`config.mk`:
```
export PLATFORM = sky130hd
export DESIGN_NAME = piano_key_encoder
export DESIGN_NICKNAME = d
export VERILOG_FILES = /design/src/rtl/piano_key_encoder.sv
export SDC_FILE = /design/constraint.sdc
export NUM_CORES = 1
export LEC_CHECK = 0
export BUFFER_PORTS_ARGS = -buffer_cell sky130_fd_sc_hd__buf_2
export CORE_MARGIN = 1.5
export CORE_UTILIZATION = 50
export CTS_CLUSTER_SIZE = 25
export DETAILED_ROUTE_END_ITERATION = 8
export GPL_TIMING_DRIVEN = 0
export PLACE_DENSITY = 0.69
export SLEW_MARGIN = 20
export SYNTH_ARGS = -nofsm -noshare
export SYNTH_HDL_FRONTEND = slang
export SYNTH_SLANG_ARGS = --single-unit
```
`constraint.sdc`:
```
create_clock -name clk -period 1.93 [get_ports clk]
set_input_delay 0.386 -clock clk [delete_from_list [all_inputs] [get_ports clk]]
set_output_delay 0.386 -clock clk [all_outputs]
set_load 0.1 [all_outputs]
```
`src/rtl/piano_key_encoder.sv`:
```
// Eight-key piano front end: synchronise, debounce, priority-encode and track note on/off.
// Define NOTE_LATCH_EN to hold the last note after all keys are released.
module piano_key_encoder #(
  parameter int unsigned DEBOUNCE_CYCLES = 100000,
  parameter int unsigned CNT_W           = 17
) (
  input  logic       clk,
  input  logic       rst,
  input  logic [7:0] keys,
  output logic [3:0] note,
  output logic       note_start,
  output logic       note_end,
  output logic [7:0] keys_db
);

  localparam logic [CNT_W-1:0] CntLast = CNT_W'(DEBOUNCE_CYCLES - 1);
  localparam logic [3:0]       NoteNone = 4'd8;

`ifdef NOTE_LATCH_EN
  typedef enum logic [1:0] {StIdle, StPlay, StLatched} state_e;
`else
  typedef enum logic [0:0] {StIdle, StPlay} state_e;
`endif

  logic [7:0]       r_sync1;
  logic [7:0]       r_sync2;
  logic [7:0]       r_keys_db;
  logic [CNT_W-1:0] r_cnt [8];

  state_e     r_state;
  state_e     w_state_d;
  logic [3:0] r_note;
  logic [3:0] w_note_d;
  logic       r_start;
  logic       w_start_d;
  logic       r_end;
  logic       w_end_d;
  logic [3:0] w_sel;

  // Counter toggles the level on its last differing cycle, so it never wraps.
  always_ff @(posedge clk) begin
    if (rst) begin
      r_sync1   <= '0;
      r_sync2   <= '0;
      r_keys_db <= '0;
      for (int i = 0; i < 8; i++) r_cnt[i] <= '0;
    end else begin
      r_sync1 <= keys;
      r_sync2 <= r_sync1;
      for (int i = 0; i < 8; i++) begin
        if (r_sync2[i] == r_keys_db[i]) begin
          r_cnt[i] <= '0;
        end else if (r_cnt[i] == CntLast) begin
          r_cnt[i]     <= '0;
          r_keys_db[i] <= ~r_keys_db[i];
        end else begin
          r_cnt[i] <= r_cnt[i] + 1'b1;
        end
      end
    end
  end

  always_comb begin
    w_sel = NoteNone;
    for (int i = 7; i >= 0; i--) begin
      if (r_keys_db[i]) w_sel = 4'(i);
    end
  end

  always_comb begin
    w_state_d = r_state;
    w_note_d  = r_note;
    w_start_d = 1'b0;
    w_end_d   = 1'b0;
    case (r_state)
      StIdle: begin
        if (w_sel != NoteNone) begin
          w_state_d = StPlay;
          w_note_d  = w_sel;
          w_start_d = 1'b1;
        end
      end
      StPlay: begin
        if (w_sel == NoteNone) begin
`ifdef NOTE_LATCH_EN
          w_state_d = StLatched;
`else
          w_state_d = StIdle;
          w_note_d  = NoteNone;
          w_end_d   = 1'b1;
`endif
        end else if (w_sel != r_note) begin
          w_note_d  = w_sel;
          w_start_d = 1'b1;
        end
      end
`ifdef NOTE_LATCH_EN
      StLatched: begin
        if (w_sel != NoteNone) begin
          w_state_d = StPlay;
          w_note_d  = w_sel;
          w_start_d = 1'b1;
        end
      end
`endif
      default: begin
        w_state_d = StIdle;
        w_note_d  = NoteNone;
      end
    endcase
  end

  always_ff @(posedge clk) begin
    if (rst) begin
      r_state <= StIdle;
      r_note  <= NoteNone;
      r_start <= 1'b0;
      r_end   <= 1'b0;
    end else begin
      r_state <= w_state_d;
      r_note  <= w_note_d;
      r_start <= w_start_d;
      r_end   <= w_end_d;
    end
  end

  assign note       = r_note;
  assign note_start = r_start;
  assign note_end   = r_end;
  assign keys_db    = r_keys_db;

endmodule

```
==> results_dict.tcl, run 1 <==
set metrics [dict create \
    antenna_cells 0 \
    synth_ff_type "edfxtp_1" \
    first_pass_iters 4 \
    p_per_area_mw_per_mm2 755.6 \
    whs_path_depth 2 \
    fin_crit_sh_pct 97.32 \
    whs_ns 0.1837 \
    syn_inst 814 \
    p_int_mw 6.199 \
    fmax_ghz 0.5324 \
    ios 24 \
    min_path_type "input port to register" \
    cts_buffer_depth 2 \
    hold_start "keys[5]" \
    grt.total_usage_pct 18.64 \
    power_mw 7.847 \
    yosys_warnings 0 \
    grt_pass1_wl_mm 27.26 \
    clk_latency_ns 0.42 \
    swShare_pct 21.00 \
    vias 6329 \
    cts_hold_buf 0 \
    drive_above_1_share_pct 11.52 \
    overflow 0 \
    crit_type "register to register" \
    netSwitchingPower_mw 1.648 \
    via_per_inst 5.121 \
    drc 0 \
    ir_drop_mv 0.5690 \
    fin_area_sq_mm 0.01039 \
    status "finished clean" \
    finalWeightedCongestion 0.8115 \
    wirelength_mm 15.96 \
    setup_viol 0 \
    antenna_left 0 \
    nets 1021 \
    cp.required_ns 2.10 \
    p_leak_nw 3.782 \
    mostFrequentLayoutCells "136 x edfxtp_1, 136 x conb_1, 130 x nor2_1" \
    r2r-end "r_cnt[0][13]" \
    power_frac_seq_pct 53.3 \
    dieArea_sq_mm 0.01814 \
    dpl-instance-area_sq_mm 0.009578 \
    synth-simple-area-share_pct 25.99 \
    die_w_microns 134.7 \
    finClkSkew_ns 0.005429 \
    ys_seq_area_share_pct 54.26 \
    cap_viol_max_count 0 \
    synth_fa_ha_area_share_pct 1.154 \
    min_to "r_sync1[5]" \
    finalSetupTns_ns 0 \
    async_flop_share_pct 0 \
    synth.area.mux_share_pct 0.4618 \
    r2r_cells 4 \
    synth_xor_area_share_pct 10.61 \
    grt_max_degree 17 \
    clkSinkCount 167 \
    dp_hpwl_mm 11.31 \
    startpoint_type "register" \
    r2r_slack_ns 0.05 \
    clk_pin_slew_ns 0.06 \
    worstPathArrival_ns 2.05 \
    synth_compound_area_share_pct 4.834 \
    io_buffers 23 \
    wl_per_cell_microns 12.91 \
    fin_ws_ns 0.05176 \
    fin_crit_ns 1.878 \
    avgSynthCellArea_sq_um 10.65 \
    synth_edf_count 136 \
    start_util_pct 51.74 \
    coreArea_sq_mm 0.01676 \
    rows 47 \
    grt_pass1_vias 5874 \
    ys_ff_latch 167 \
    area_growth_pct 19.78 \
    power.share.combinational_pct 4.1 \
    hold_viol 0 \
    timing.rr.start "r_cnt[0][6]" \
    rsz0062_at_grt "yes" \
    first_iter_violations 355 \
    dp.cells 1192 \
    stdcell_count 1236 \
    end_kind "register" \
    numCtsBuffers 17 \
    cts_root_buf "clkbuf_16" \
    fin_util_pct 61.97 \
    path_max_fanout 10 \
    ys_types 54 \
    slew_headroom_pct 63.40 \
    antenna_found_initial 0 \
    detailedPlace.worstSlack_ns -0.2746 \
    die_h_microns 134.7 \
    synth_area_sq_mm 0.008671 \
    power.clock.fraction_pct 42.6 \
    cts_tree "yes" \
    worst_pin_slew_ns 0.5490 \
    htreeDepth 4 \
    slew_violations 0 \
    synth_top_family_by_area "simple AND/OR/NAND/NOR gates" \
]
-- metal layers --
layer	wire length (microns)	track usage, %
met5	0	0
met3	482	3.604
met2	7513	29.54
met4	237	6.332
met1	7726	25.80
-- power by group through the flow --
stage | clock network, mW | logic, mW | registers, mW
6_report | 3.34 | 0.325 | 4.18
5_1_grt | 3.54 | 0.375 | 4.20
4_1_cts | 3.41 | 0.308 | 4.17
3_5_place_dp | 0 | 0.295 | 4.25
3_3_place_gp | 0 | 0.292 | 4.25
2_1_floorplan | 0 | 0.243 | 4.21
-- cells in the mapped netlist (3+ instances only) --
master / n / area, sq um
a21oi_1: 27 / 135.1
and2_1: 3 / 18.77
and3_1: 15 / 93.84
and4_1: 20 / 175.2
buf_2: 9 / 45.04
clkbuf_1: 14 / 52.55
dfxtp_1: 31 / 620.6
edfxtp_1: 136 / 4084
ha_1: 8 / 100.1
inv_1: 21 / 78.83
mux2i_1: 4 / 40.04
nand2_1: 29 / 108.9
nand2b_1: 8 / 50.05
nand3_1: 50 / 250.2
nand4_1: 45 / 281.5
nor2_1: 130 / 488.0
nor2b_1: 20 / 125.1
nor3_1: 18 / 90.09
nor4_1: 15 / 93.84
nor4b_1: 3 / 26.28
nor4bb_1: 11 / 110.1
o21ai_0: 21 / 105.1
o31ai_1: 6 / 45.04
or3_1: 22 / 137.6
or4_1: 7 / 52.55
xnor2_1: 40 / 350.3
xor2_1: 65 / 569.3
-- registers in the layout (all words and copies together) (netlist names) --
signal      flops
note_end        1
r_state         1
note            4
keys_db         8
r_sync1         8
r_sync2         8
note_start      1
r_cnt         136
-- kinds of logic (layout without fill, tap and decap cells) --
logic type	after synthesis	in the layout
XOR/XNOR	105	105
other	1	136
adder cells (fa/ha/maj)	8	8
flip-flops	167	167
buffers and inverters	49	116
AO/OA/AOI/OAI	69	69
multiplexers	4	4
AND/OR/NAND/NOR	411	411
-- worst max-delay path by stage --
stage	start	to	slack, ns	cells past startpoint
2_1_floorplan	keys_db[5]	r_cnt[1][23]	0.12	6
3_3_place_gp	r_cnt[1][17]	r_cnt[1][31]	-0.24	7
3_5_place_dp	r_cnt[1][17]	r_cnt[1][31]	-0.27	7
4_1_cts	r_cnt[1][51]	r_cnt[1][58]	0.00005	7
5_1_grt	r_cnt[0][0]	r_cnt[0][16]	-0.04	5
6_report	r_cnt[0][6]	r_cnt[0][13]	0.05	4
-- area by class of cell --
class / instances / area (sq um)
multi-input cells: 733 / 4318
clock buffers: 28 / 571.8
plain buffers: 23 / 157.7
repair buffers: 40 / 246.5
well taps: 220 / 275.3
fillers: 1484 / 6374
inverters: 21 / 78.83
flip-flops and latches: 167 / 4715
clock inverters: 4 / 23.77
-- critical path: stages, from the launching register on --
cell and delay [ns]:
edfxtp_1 0.49, or4_4 0.59, o21ai_4 0.30, buf_6 0.19, nor2_1 0.06
-- timing repair --
item	4_1_cts	5_1_grt
hold endpoints to repair	0	0
gates resized for setup	14	17
pin swaps	4	5
buffers inserted	6	10
gates cloned	0	1
endpoints found under the setup margin	89	75
Power figures use the tool's default switching activity.
==> run 2: changes to the inputs <==
--- a/config.mk
+++ b/config.mk
@@ -11,7 +11,7 @@
 export CTS_CLUSTER_SIZE = 25
 export DETAILED_ROUTE_END_ITERATION = 8
 export GPL_TIMING_DRIVEN = 0
-export PLACE_DENSITY = 0.69
+export PLACE_DENSITY = 0.72
 export SLEW_MARGIN = 20
 export SYNTH_ARGS = -nofsm -noshare
 export SYNTH_HDL_FRONTEND = slang
==> run 2 against run 1 <==
  * Cell area rose by 0.29%
  * Die area unchanged
  * Power up 0.52%
  * First-iteration DRC count is 1.1% higher
  * Via count fell by 0.60%
  * Global-route usage down 0.32 points
  * Critical path depth rose by 3
  * Setup slack improved by 0.026 ns
  * Sequential power barely moved
  * Clock skew increased by 0.0044 ns
  * Final cell count grew 0.40%
  * Highest routed layer unchanged
==> results_dict.tcl, run 2 (synthesized netlist as in run 1, its figures left out) <==
set metrics [dict create \
    status "finished clean" \
    grt_pass1_wl_mm 26.50 \
    setup_viol 0 \
    startpoint_type "register" \
    whs_ns 0.1896 \
    cap_viol_max_count 0 \
    wirelength_mm 15.97 \
    slowest_delay_ns 0.37 \
    slew_headroom_pct 64.78 \
    wl_per_cell_microns 12.87 \
    clk_pin_slew_ns 0.06 \
    power_frac_seq_pct 53.0 \
    die_w_microns 134.7 \
    p_leak_nw 3.797 \
    coreArea_sq_mm 0.01676 \
    power_mw 7.888 \
    swShare_pct 21.03 \
    netSwitchingPower_mw 1.659 \
    antenna_found_initial 0 \
    fmax_ghz 0.5399 \
    slew_violations 0 \
    dieArea_sq_mm 0.01814 \
    fin_crit_sh_pct 95.97 \
    drc 0 \
    r2r_slack_ns 0.08 \
    crit_buf_inv 3 \
    dpl-instance-area_sq_mm 0.009578 \
    whs_path_depth 2 \
    dp_hpwl_mm 11.10 \
    r2r_cells 7 \
    finalWeightedCongestion 0.8013 \
    vias 6291 \
    largest_reg_flops 136 \
    drive_above_1_share_pct 11.85 \
    cp.required_ns 2.11 \
    worst-path-stages 7 \
    clkSinkCount 167 \
    fin_area_sq_mm 0.01042 \
    path_delay_family "simple AND/OR/NAND/NOR gates" \
    grt_max_degree 17 \
    grt_pass1_vias 5693 \
    cts_buffer_depth 2 \
    clk_latency_ns 0.43 \
    hold_viol 0 \
    min_path_type "input port to register" \
    finClkSkew_ns 0.009864 \
    io_buffers 23 \
    p_int_mw 6.230 \
    first_iter_violations 359 \
    end_kind "register" \
    fin_ws_ns 0.07774 \
    power.clock.fraction_pct 42.8 \
    worstPathArrival_ns 2.03 \
    rows 47 \
    power.share.combinational_pct 4.2 \
    cts_root_buf "clkbuf_16" \
    via_per_inst 5.069 \
    ios 24 \
    grt.total_usage_pct 18.32 \
    start_util_pct 51.74 \
    p_per_area_mw_per_mm2 757.3 \
    max_flop_register "r_cnt" \
    cp_common_cell "buf_2" \
    path_max_fanout 10 \
    cp_slowest_cell "edfxtp_1" \
    htreeDepth 4 \
    crit_chain "buf_2 -> nor4bb_1 -> and4_4 -> or2_1 -> buf_2 -> buf_6 -> nor2_1" \
    mostFrequentLayoutCells "136 x edfxtp_1, 136 x conb_1, 129 x nor2_1" \
    cts_hold_buf 0 \
    overflow 0 \
    worst_pin_slew_ns 0.5283 \
    fin_crit_ns 1.852 \
    numCtsBuffers 17 \
    ir_drop_mv 0.6245 \
    first_pass_iters 4 \
    area_growth_pct 20.13 \
    die_h_microns 134.7 \
    antenna_left 0 \
    antenna_cells 0 \
    crit_type "register to register" \
    nets 1026 \
    cts_tree "yes" \
    detailedPlace.worstSlack_ns -0.2601 \
]
run 2: changes by cell type in the layout (fill, tap and decap cells not counted), sizes merged:
cell | previous run | this run
nand2b | 8 | 9
clkinv | 2 | 4
buf | 49 | 53
clkinvlp | 1 | 0
clkbuf | 42 | 41
run 2: path summary, 6_finish.rpt:
| check | start | end |
|---|---|---|
| worst min register to register | r_sync1[5] | r_sync2[5] |
| worst max register to register | r_cnt[0][39] | r_cnt[0][39] |
| worst min-delay path | keys[0] | r_sync1[0] |
| worst max-delay path | r_cnt[0][39] | r_cnt[0][39] |
run 2: worst reg2reg max path: stages (launching register included):
cell	delay [ns]
edfxtp_1	0.37
buf_2	0.18
nor4bb_1	0.30
and4_4	0.28
or2_1	0.10
buf_2	0.17
buf_6	0.16
nor2_1	0.05
run 2: routing by layer:
| metal | track usage, % | wire (microns) | vias to the layer above |
|---|---|---|---|
| met3 | 3.491 | 460 | 20 |
| met1 | 25.56 | 7835 | 2953 |
| met5 | 0 | 0 | - |
| li1 | - | - | 3238 |
| met4 | 6.989 | 229 | 0 |
| met2 | 28.52 | 7447 | 80 |
run 2: per-stage QoR:
step           instances  TNS [ns]  utilization (%)
4_1_cts             1222         0            60.95
6_report            1241         0            62.15
5_1_grt             1241  -0.05811            62.15
3_5_place_dp        1192    -9.770            57.15
3_3_place_gp        1192    -8.135            57.15
2_1_floorplan        949         0                -
run 2: area by class of cell:
cell class | instances | area (sq um)
clock inverter | 5 | 25.02
clock buffer | 27 | 578.1
buffer | 24 | 161.4
fill | 1446 | 6344
inverter | 21 | 78.83
tap | 220 | 275.3
sequential | 167 | 4715
timing repair buffer | 43 | 265.3
multi-input combinational | 734 | 4318
run 2: timing repair:
action	in CTS	in global routing
setup endpoints to repair	73	91
endpoints found under the hold margin	0	0
pin swaps	2	6
cloned	0	1
resized for setup	11	16
setup buffers	2	18
run 2: power groups by stage:
stage               clock network [mW]  logic [mW]  registers (mW)
floorplan                            0       0.243            4.21
global placement                     0       0.291            4.25
detailed placement                   0       0.295            4.25
CTS                               3.46       0.302            4.18
global route                      3.60       0.378            4.20
finish                            3.38       0.331            4.18
